`src/rtl/equal_run_generator.sv`:
```
// rtl/equal_run_generator.sv - burst stimulus generator for an equal-input run detector
// Emits equal/unequal bursts on A/B plus the expected threshold-4 Moore detector output.
module equal_run_generator #(
  parameter int          LEN_W     = 4,
  parameter logic [7:0]  LFSR_SEED = 8'hA5
) (
  input  logic             clk,
  input  logic             reset,
  input  logic             start,
  input  logic [LEN_W-1:0] match_len,
  input  logic [LEN_W-1:0] gap_len,
  input  logic [3:0]       repeat_cnt,
  output logic             data_out_A,
  output logic             data_out_B,
  output logic             valid,
  output logic             busy,
  output logic             done,
  output logic             expect_out,
  output logic [3:0]       burst_cnt
);

  typedef enum logic [1:0] {IDLE, MATCH, GAP, DONE} state_t;

  localparam logic [7:0] SEED_EFF = (LFSR_SEED == 8'h00) ? 8'h01 : LFSR_SEED;

  state_t           state_q, state_d;
  logic [LEN_W-1:0] cnt_q, cnt_d;
  logic [LEN_W-1:0] mlen_q, mlen_d;
  logic [LEN_W-1:0] glen_q, glen_d;
  logic [3:0]       rep_q, rep_d;
  logic [3:0]       burst_q, burst_d;
  logic [7:0]       lfsr_q, lfsr_d;
  logic [2:0]       r_q, r_d;
  logic             a_q, a_d;
  logic             b_q, b_d;
  logic             valid_q, valid_d;
  logic             done_q, done_d;
  logic             expect_q, expect_d;
  logic [4:0]       burst_inc;
  logic             lfsr_fb;

  assign burst_inc = {1'b0, burst_q} + 5'd1;
  assign lfsr_fb   = lfsr_q[7] ^ lfsr_q[5] ^ lfsr_q[4] ^ lfsr_q[3];

  // cnt_q holds the number of cycles left in the current phase after this one.
  always_comb begin
    state_d = state_q;
    cnt_d   = cnt_q;
    mlen_d  = mlen_q;
    glen_d  = glen_q;
    rep_d   = rep_q;
    burst_d = burst_q;
    case (state_q)
      IDLE: begin
        if (start) begin
          mlen_d  = match_len;
          glen_d  = (gap_len == '0) ? LEN_W'(1) : gap_len;
          rep_d   = (repeat_cnt == 4'd0) ? 4'd1 : repeat_cnt;
          burst_d = 4'd0;
          if (match_len != '0) begin
            state_d = MATCH;
            cnt_d   = match_len - LEN_W'(1);
          end else begin
            state_d = GAP;
            cnt_d   = glen_d - LEN_W'(1);
          end
        end
      end
      MATCH: begin
        if (cnt_q == '0) begin
          state_d = GAP;
          cnt_d   = glen_q - LEN_W'(1);
        end else begin
          cnt_d = cnt_q - LEN_W'(1);
        end
      end
      GAP: begin
        if (cnt_q == '0) begin
          burst_d = burst_q + 4'd1;
          if (burst_inc < {1'b0, rep_q}) begin
            if (mlen_q != '0) begin
              state_d = MATCH;
              cnt_d   = mlen_q - LEN_W'(1);
            end else begin
              state_d = GAP;
              cnt_d   = glen_q - LEN_W'(1);
            end
          end else begin
            state_d = DONE;
          end
        end else begin
          cnt_d = cnt_q - LEN_W'(1);
        end
      end
      DONE: state_d = IDLE;
      default: state_d = IDLE;
    endcase

    // Outputs are registered from the state the next cycle will be in.
    valid_d = (state_d == MATCH) || (state_d == GAP);
    done_d  = (state_d == DONE);
    a_d     = valid_d & lfsr_q[0];
    if (state_d == MATCH) begin
      b_d = a_d;
    end else if (state_d == GAP) begin
      b_d = ~a_d;
    end else begin
      b_d = 1'b1;
    end
    lfsr_d = valid_d ? {lfsr_q[6:0], lfsr_fb} : lfsr_q;

    // Run model follows the lines currently driven, so expect_out lags by one cycle.
    if (a_q == b_q) begin
      r_d = (r_q == 3'd7) ? 3'd7 : r_q + 3'd1;
    end else begin
      r_d = 3'd0;
    end
    expect_d = r_d[2];
  end

  always_ff @(posedge clk) begin
    if (reset) begin
      state_q  <= IDLE;
      cnt_q    <= '0;
      mlen_q   <= '0;
      glen_q   <= '0;
      rep_q    <= 4'd0;
      burst_q  <= 4'd0;
      lfsr_q   <= SEED_EFF;
      r_q      <= 3'd0;
      a_q      <= 1'b0;
      b_q      <= 1'b1;
      valid_q  <= 1'b0;
      done_q   <= 1'b0;
      expect_q <= 1'b0;
    end else begin
      state_q  <= state_d;
      cnt_q    <= cnt_d;
      mlen_q   <= mlen_d;
      glen_q   <= glen_d;
      rep_q    <= rep_d;
      burst_q  <= burst_d;
      lfsr_q   <= lfsr_d;
      r_q      <= r_d;
      a_q      <= a_d;
      b_q      <= b_d;
      valid_q  <= valid_d;
      done_q   <= done_d;
      expect_q <= expect_d;
    end
  end

  assign data_out_A = a_q;
  assign data_out_B = b_q;
  assign valid      = valid_q;
  assign busy       = valid_q;
  assign done       = done_q;
  assign expect_out = expect_q;
  assign burst_cnt  = burst_q;

endmodule

```
`config.mk`:
```
export PLATFORM = sky130hd
export DESIGN_NAME = equal_run_generator
export DESIGN_NICKNAME = d
export VERILOG_FILES = /design/src/rtl/equal_run_generator.sv
export SDC_FILE = /design/constraint.sdc
export NUM_CORES = 1
export LEC_CHECK = 0
export CAP_MARGIN = 0
export CORE_MARGIN = 2
export CORE_UTILIZATION = 51
export CTS_CLUSTER_DIAMETER = 30
export DETAILED_ROUTE_END_ITERATION = 16
export PLACE_DENSITY_LB_ADDON = 0.2
export SETUP_SLACK_MARGIN = 0.15
export SLEW_MARGIN = 30
export SYNTH_ARGS = -nofsm -noshare
export SYNTH_HDL_FRONTEND = slang
export SYNTH_SLANG_ARGS = --single-unit
```
`constraint.sdc`:
```
create_clock -name clk -period 2.6 [get_ports clk]
set_input_delay 0.39 -clock clk [delete_from_list [all_inputs] [get_ports clk]]
set_output_delay 0.39 -clock clk [all_outputs]
set_load 0.02 [all_outputs]
```
==> summary.txt <==
Synth
  – Area of the mapped netlist: 0.002252 sq mm
  – Number of flops mapped to enable cells by yosys: 0
  – Main area contributors after synthesis: sky130_fd_sc_hd__dfxtp_1 (33%), sky130_fd_sc_hd__ha_1 (11%), sky130_fd_sc_hd__a21oi_1 (7.3%)
  – Number of synthesis warnings: 0
  – Post-synthesis sequential area ratio: 0.3289
  – Flip-flop and latch count after synthesis: 37
  – Syn Nets: 294
  – Number of instances in the synthesized netlist: 260
  – Primary FF master, synth: sky130_fd_sc_hd__dfxtp_1
  – Async S/R FF share, synth: 0
  – Average footprint of a synthesized cell: 8.662 sq um
  – Number of unique standard cell types used by synthesis: 58
  – Cell type with the largest total area after synthesis: sky130_fd_sc_hd__dfxtp_1
  – Proportion of netlist area held by the largest area contributor: 0.3289

Routing
  – Avg WL per Cell: 13.83 um
  – Routed Wire Length: 4924 um
  – Number of optimization iterations in the first detailed-route pass: 4
  – Drc violations: 0
  – Via density: 5.407
  – Number of vias after detailed routing: 1925
  – 1st-iter DRT viols: 71
  – Detail Route Antenna Nets: 0

Placement
  – Worst slack after detailed placement: -0.06550 ns
  – Number of buffer cells added on primary ports: 24
  – Post-detailed-placement half-perimeter wirelength: 3753 um
  – Final weighted congestion in routability-driven placement: 0.8182

Global route
  – Global-route wire length before repair: 8300 um
  – Initial antenna violation count: 0
  – Global route total overflow: 0
  – Overall track demand over capacity in global routing: 0.2107
  – Maximum number of pins on one net before global-route repair: 14
  – Number of global-route vias before repair: 1835

Die
  – Placeable core area: 0.004294 sq mm
  – Number of rows created at floorplan: 24
  – Die ar.: 0.004963 sq mm
  – Die boundary width: 70.45 um
  – Starting density of the core: 0.5245
  – Die height: 70.45 um
  – Number of I/O pins: 25

STA
  – Slew Viols, Final: 0
  – Fraction of the cycle the final worst path needs: 1.034
  – Setup repair after global routing missed its margin: true
  – Remaining max-slew budget at the tightest pin: 0.6898
  – Number of setup violations in the final report: 3
  – Final setup margin: -0.08873 ns
  – Upper clock frequency limit: 371.9 MHz
  – Clock period minus final worst setup slack: 2.689 ns
  – Number of hold-slack violations in the final timing report: 0
  – Final TNS setup: -0.1521 ns
  – Clock Skew: 0.004141 ns
  – Transition time at the pin with the least slew margin: 0.4638 ns

Clock tree
  – Number of buffers created by CTS: 5
  – Worst-Skew Late Latency: 0.29 ns
  – Clock tree from TritonCTS: yes
  – Clock input transition at the sequential cells of the worst setup and hold paths: 0.07 ns
  – Max Buffers Root-to-Sink: 2
  – Number of H-tree levels: 2
  – # clock sinks: 37
  – CTS Root Cell: sky130_fd_sc_hd__clkbuf_8

Pwr
  – Internal power contribution: 1.644 mW
  – Part of the total power dissipated in combinational logic: 0.566
  – Max IR drop VDD: 527.9 uV
  – Leakage Power: 1.133 nW
  – Switching portion of total power: 0.4078
  – Clock share of power: 0.137
  – Sequential share of power: 0.297
  – NetSw: 1.132 mW
  – Power density of the placed cells: 981.5 mW/mm^2

Run status
  – Violations in the final reports: setup timing
  – Status: complete, but fails checks

Critical path
  – Cell-by-cell trace of the critical path: ha_4 > xor2_1 > ha_1 > a21oi_2 > o21ai_4 > a2111oi_4 > o41ai_4 > ha_4 > nand2_2 > nor3b_2 > a21oi_1 > or2_2
  – Cell at the slowest stage of the critical path: sky130_fd_sc_hd__dfxtp_4
  – CP arrival: 2.86 ns
  – Cell type with the highest occurrence count on the critical path: sky130_fd_sc_hd__ha_4
  – Endpoint type of the worst setup path: flip-flop
  – Data required time of the critical path: 2.78 ns
  – Type of origin of the critical path: flip-flop
  – Max incr delay on CP: 0.35 ns
  – Gate family responsible for the most delay along the worst path: compound AO/OA/AOI/OAI gates
  – Start-to-end type of the worst setup path: reg -> reg
  – Buf/Inv on CP: 0
  – Biggest fanout along the worst timing path: 4

Hold path
  – Class of the tightest hold or removal check: reg -> reg

Flow run
  – Max cap viols: 0

Final layout
  – Area Growth Syn to Fin: 25.61%
  – Final antenna diode count: 0
  – Ratio of cells with drive above 1 in the final layout: 0.2270
  – Total Nets Final: 337
area by class of cell:
type / instances / area, sq um
inverter: 18 / 67.56
fill: 374 / 1465
tap: 52 / 65.06
clock inverter: 2 / 10.01
sequential: 37 / 749.5
clock buffer: 6 / 72.57
timing repair buffer: 47 / 416.7
multi-input combinational: 194 / 1448
synthesized netlist by cell type (2+ instances only):
cell                       instances
sky130_fd_sc_hd__a21boi_0          2
sky130_fd_sc_hd__o211ai_1          3
sky130_fd_sc_hd__a211o_1           3
sky130_fd_sc_hd__or3b_1            2
sky130_fd_sc_hd__nand4_1           2
sky130_fd_sc_hd__a21oi_1          33
sky130_fd_sc_hd__inv_1            18
sky130_fd_sc_hd__nor2b_1           7
sky130_fd_sc_hd__and2b_2           2
sky130_fd_sc_hd__nor4_1            3
sky130_fd_sc_hd__mux2i_1           4
sky130_fd_sc_hd__clkbuf_1          5
sky130_fd_sc_hd__o221ai_1          2
sky130_fd_sc_hd__or2_2             4
sky130_fd_sc_hd__nor3b_1           2
sky130_fd_sc_hd__o21ai_0           3
sky130_fd_sc_hd__dfxtp_1          37
sky130_fd_sc_hd__xnor2_1           6
sky130_fd_sc_hd__nand2_1          29
sky130_fd_sc_hd__a211oi_2          3
sky130_fd_sc_hd__nand3_1           2
sky130_fd_sc_hd__ha_1             19
sky130_fd_sc_hd__a211oi_1          3
sky130_fd_sc_hd__xor2_1            3
sky130_fd_sc_hd__and2_1            2
sky130_fd_sc_hd__buf_6             2
sky130_fd_sc_hd__nor3_1            7
sky130_fd_sc_hd__nor2_1           20
sky130_fd_sc_hd__nand2b_1          2
sky130_fd_sc_hd__a22oi_1           2
placed cells by master, fill, tap and decap left out, types with 6 or more instances in the layout:
cell / instances
sky130_fd_sc_hd__buf_4: 22
sky130_fd_sc_hd__ha_1: 16
sky130_fd_sc_hd__nor3_1: 7
sky130_fd_sc_hd__clkdlybuf4s50_1: 24
sky130_fd_sc_hd__inv_1: 17
sky130_fd_sc_hd__a21oi_1: 32
sky130_fd_sc_hd__dfxtp_1: 34
sky130_fd_sc_hd__nor2b_1: 7
sky130_fd_sc_hd__nor2_1: 19
sky130_fd_sc_hd__xnor2_1: 6
sky130_fd_sc_hd__nand2_1: 27
metrics by stage:
stage          instance area [sq um]  hold slack, ns  cells  total power, mW  utilization
2_1_floorplan                   2302          0.4141    260            1.974            -
3_3_place_gp                    2684          0.4323    347            2.275       0.6250
3_5_place_dp                    2684          0.4327    347            2.301       0.6250
4_1_cts                         2766          0.4430    355            2.694       0.6442
5_1_grt                         2829          0.4734    356            2.997       0.6588
6_report                        2829          0.4387    356            2.777       0.6588
state kept, by name (all words and copies together), names as in the netlist:
| register | flops |
|---|---|
| state_q | 2 |
| data_out_A | 1 |
| data_out_B | 1 |
| rep_q | 4 |
| cnt_q | 4 |
| r_q | 3 |
| glen_q | 4 |
| lfsr_q | 8 |
| burst_cnt | 4 |
| mlen_q | 4 |
| busy | 1 |
| done | 1 |
cells by family (layout without fill, tap and decap cells):
logic type,Yosys count,count (layout),share of synthesized area
and+or+nand+nor,92,92,0.2144
AOI/OAI and AO/OA,69,69,0.2283
DFF,37,37,0.3289
buffers and inverters,29,73,0.06500
adders and majority gates,19,19,0.1056
xor gates and xnor gates,9,9,0.03500
muxes,5,5,0.02278
power by group through the flow:
stage | sequential (mW) | combinational, mW | clock [mW]
2_1_floorplan | 0.834 | 1.14 | 0
3_3_place_gp | 0.828 | 1.45 | 0
3_5_place_dp | 0.834 | 1.47 | 0
4_1_cts | 0.820 | 1.48 | 0.393
5_1_grt | 0.844 | 1.74 | 0.418
6_report | 0.824 | 1.57 | 0.380
routing by layer:
layer  up-vias  global-route usage  part of all wire  wire [um]
met5         -                   0                 0          0
met4         0             0.06838             0.012         61
met3         6             0.04473             0.023        112
met2        21              0.3470              0.48       2375
met1       901              0.2739              0.48       2375
li1        997                   -                 -          -
worst register-to-register path, delay by kind of cell (launching register included):
family	cells	cell delay, ns
AO/OA/AOI/OAI	5	0.84
adder cells (fa/ha/maj)	3	0.78
AND/OR/NAND/NOR	3	0.47
flip-flops	1	0.35
XOR/XNOR	1	0.14
worst paths after layout:
check / endpoint / slack (ns) / startpoint / cells past startpoint
worst max register to register: data_out_B / -0.09 / burst_cnt[1] / 12
worst min-delay path: r_q[0] / 0.44 / r_q[0] / 1
worst min register to register: r_q[0] / 0.44 / r_q[0] / 1
worst max-delay path: data_out_B / -0.09 / burst_cnt[1] / 12
timing repair:
item / CTS / global route
gates resized for setup: 0 / 11
buffers inserted: 0 / 1
hold buffers: 0 / 0
endpoints found under the setup margin: 11 / 11
pin swaps: 1 / 4
No activity file was read; power rests on OpenSTA's default activity.
==> edit 1 (config.mk and constraints unchanged) <==
Change the parameter `LEN_W` from 4 to 8.
--- a/src/rtl/equal_run_generator.sv
+++ b/src/rtl/equal_run_generator.sv
@@ -3,3 +3,3 @@
 module equal_run_generator #(
-  parameter int          LEN_W     = 4,
+  parameter int          LEN_W     = 8,
   parameter logic [7:0]  LFSR_SEED = 8'hA5
Interface: changed (resized gap_len and match_len); port bits go from 25 to 33. No check against the original RTL was run, so the function may have changed too.
==> edit 1 against the original RTL <==
Worst setup slack got worse by 12 ps. Final area increased by 47%. Total power decreased by 15%. Routed wire length increased by 68%. Via count increased by 65%. Die area increased by 37%. Critical path depth unchanged. Largest power group unchanged. Sequential power increased by 13%. Combinational power decreased by 39%. Synthesized area increased by 39%. The flow still finishes with violations (setup timing). Sequential cell count increased by 12. Sequential share of layout area decreased by 2.7 points.
==> edit 1: results (changes against the original RTL) <==
- WL met1: 3970 um (+67%)
- Comb pwr: 957 uW (-39%)
- Peak VDD IR: 0.345 mV (-35%)
- Routed len/inst: 15.0 um (+8.3%)
- Number of global-route vias before repair: 2923 (+59%)
- Layout cells sized above 1: 20.3% (-2.4 points)
- Skew-Pair Late Insertion Delay: 310 ps (+20 ps)
- Met3 global-route usage: 4.13% (-0.34 points)
- Commonest cells in the synthesized netlist: nand2_1, dfxtp_1, a21oi_1
- Failing checks: setup timing
- Worst setup margin: -101 ps (-12.2 ps)
- Sequential-to-total area share from yosys stat: 31.2% (-1.7 points)
- Post-Synth XOR/XNOR Area: 5.02% (+1.5 points)
- Status: finished, violations left
- Largest net degree at the start of global routing: 42 (+28)
- Final HPWL DP: 6140 um (+64%)
- # nets final: 519 (+54%)
- Adder-Cell Fraction of Synth Area: 7.57% (-3.0 points)
- TNS Setup: -539 ps (-387 ps)
- Total track usage: 25.5% (+4.5 points)
- Final Setup Violations: 8 (+5)
- Max Clock Skew: 7.95 ps (+3.81 ps)
- Critical path's largest stage delay: 370 ps (+20 ps)
- First-pass GRT wire length: 13500 um (+63%)
- Port Buffers: 32 (+33%)
- Number of detailed-route iterations in the first pass: 5 (+1)
[edit 1: changes by cell type after synthesis, sizes merged, moves of 5 or more]
cell	delta
a21oi	+5
nand3	+6
nor2	+14
a31oi	+5
xnor2	+6
clkbuf	+5
o21ai	+9
nand2	+32
dfxtp	+12
[edit 1: cell families (layout without fill, tap and decap cells)]
logic type	Yosys count	in the layout
flip-flops	49	49
XOR/XNOR	18	18
AO/OA/AOI/OAI	109	109
multiplexers	8	8
buffers and inverters	37	116
AND/OR/NAND/NOR	159	159
adder cells (fa/ha/maj)	19	19
[edit 1: worst max-delay path by stage]
stage          cells after the start                      to  slack [ps]
5_1_grt                           13  lfsr_q[7]$_SDFFE_PP1N_        -220
6_report                          12  lfsr_q[7]$_SDFFE_PP1N_        -100
3_5_place_dp                      12   data_out_B$_SDFF_PP1_        -100
4_1_cts                           13  lfsr_q[6]$_SDFFE_PP0N_         -20
2_1_floorplan                     12  lfsr_q[4]$_SDFFE_PP0N_         -90
3_3_place_gp                      11   cnt_q[4]$_SDFFE_PP0P_         -80
[edit 1: timing repair]
item | in CTS | in global routing
endpoints found under the setup margin | 12 | 15
setup buffers | 4 | 2
pin swaps | 9 | 1
resized for setup | 7 | 15
gates cloned | 0 | 0
[edit 1: through the flow]
step           power (uW)  std cells  setup slack (ps)
2_1_floorplan        1530        399             -93.7
3_3_place_gp         1800        539             -84.3
3_5_place_dp         1820        539              -103
4_1_cts              2330        551             -17.5
5_1_grt              2500        553              -224
6_report             2360        553              -101
[edit 1: layout make-up]
class,count,area [sq um]
multi-input combinational,313,2150
fill,484,1760
sequential,49,990
timing repair buffer,88,764
tap,75,93.8
inverter,20,75.1
clock buffer,5,68.8
clock inverter,3,21.3
==> edit 2 (same settings) <==
Without the edit above. Encoding of `state_t`: now one-hot (4 bits for 4 states).
--- a/src/rtl/equal_run_generator.sv
+++ b/src/rtl/equal_run_generator.sv
@@ -21,3 +21,3 @@
 
-  typedef enum logic [1:0] {IDLE, MATCH, GAP, DONE} state_t;
+  typedef enum logic [3:0] {IDLE = 4'b0001, MATCH = 4'b0010, GAP = 4'b0100, DONE = 4'b1000} state_t;
 
Function: same outputs for any inputs over 10 cycles, from zero or initial values and one cycle with reset high; not proved beyond that.
==> edit 2 against the original RTL <==
Worst setup slack gained 330 ps. Utilization down 1.4 points. Non-clock buffer count is 6 lower. Critical path depth decreased by 3. Final area fell by 10%. Via count down 2.0%. Synthesized area shrank 8.9%. Sequential cell count grew 2. Routed wire length is 7.1% lower. Die area fell by 8.4%. Cell count decreased by 5.9%.
Power is not compared: it rests on default switching activity, and its combinational part moved more than twofold at a synthesized area within 25%.
==> edit 2: results (changes against the original RTL) <==
- Mapped Avg Cell Area: 8.27 sq um (-4.5%)
- # nets final: 310 (-8.0%)
- Iteration-0 DRC Markers: 95 (+34%)
- Crit path max-delay family: simple AND/OR/NAND/NOR gates
- Met3 global-route usage: 5.00% (+0.53 points)
- Adder-Cell Fraction of Synth Area: 6.71% (-3.8 points)
- Routed vias: 1887 (-2.0%)
- Critical path's largest stage delay: 500 ps (+150 ps)
- Routing usage on met2: 39.6% (+4.9 points)
- Post-synthesis cell type count: 49 (-16%)
- Layout cells sized above 1: 13.3% (-9.4 points)
- Worst-Margin Slew: 752 ps (+288 ps)
- Fillers: 344 (-8.0%)
- Routed wire length: 4580 um (-7.1%)
- Met2 WL: 2290 um (-3.8%)
- Final RePlAce weighted congestion: 0.836 (+2.1%)
- Crit Path Max Fanout: 7 (+3)
- Total track usage: 22.3% (+1.2 points)
- Sequential-to-total area share from yosys stat: 38.0% (+5.2 points)
- Routed len/inst: 13.7 um (-1.3%)
- Number of global-route vias before repair: 1801 (-1.9%)
- WL met3: 153 um (+37%)
- Met1 GRT Util: 27.6% (+0.16 points)
- Area of the multi-input gates: 1170 sq um (-19%)
- Area contributors post-synth: dfxtp_1, ha_1, a21oi_1, nand2_1, xnor2_1
- Cell Area, Placed: 2370 sq um (-12%)
- Status: completed
- WL met1: 2100 um (-12%)
- Final HPWL DP: 3340 um (-11%)
- Dpl cells: 323 (-6.9%)
- Post-synthesis compound-gate area fraction: 19.6% (-3.3 points)
- Largest net degree at the start of global routing: 20 (+6)
==> edit 2: cell count changes in the layout (fill, tap and decap cells not counted), sizes merged, moves of 6 or more <==
cell   change
buf        -6
nand3      +9
nor2b      -6
inv        -7
a21oi      -8
nor3      +10
o21ai      +8
ha         -8
==> edit 2: area by class of cell <==
cell class                      count  share of cell area, %
Sequential cell                    39                   30.7
Tap cell                           50                   2.46
Clock inverter                      3                   1.72
Inverter                           12                   1.77
Clock buffer                        5                   2.71
Timing Repair Buffer               41                   14.6
Multi-Input combinational cell    185                   46.0
==> edit 2: what timing repair did <==
action                                 CTS  global route
buffers inserted                         0             4
gates resized for setup                  0             7
endpoints found under the hold margin    0             0
setup endpoints to repair                0            13
==> edit 2: cell families (layout without fill, tap and decap cells) <==
kind of cell / count (synthesis) / after routing
and+or+nand+nor: 95 / 95
AOI/OAI and AO/OA: 64 / 64
DFF: 39 / 39
buffers and inverters: 24 / 61
xor gates and xnor gates: 14 / 14
adders and majority gates: 11 / 11
muxes: 1 / 1
==> edit 2: final timing paths <==
path / start / end / slack, ps / cells after the start
setup / recovery: burst_cnt[1]$_SDFFE_PP0P_ / cnt_q[3]$_SDFFE_PP0P_ / 240 / 9
setup reg to reg: burst_cnt[1]$_SDFFE_PP0P_ / cnt_q[3]$_SDFFE_PP0P_ / 240 / 9
hold / removal: r_q[0]$_SDFF_PP0_ / r_q[0]$_SDFF_PP0_ / 450 / 1
hold reg to reg: r_q[0]$_SDFF_PP0_ / r_q[0]$_SDFF_PP0_ / 450 / 1
==> edit 2: stage by stage <==
step                      hold slack (ps)  worst slack, ps
after floorplan                       414              320
after detailed placement              435              189
after global placement                430             52.7
after global routing                  458             94.8
after CTS                             446              177
final                                 452              236
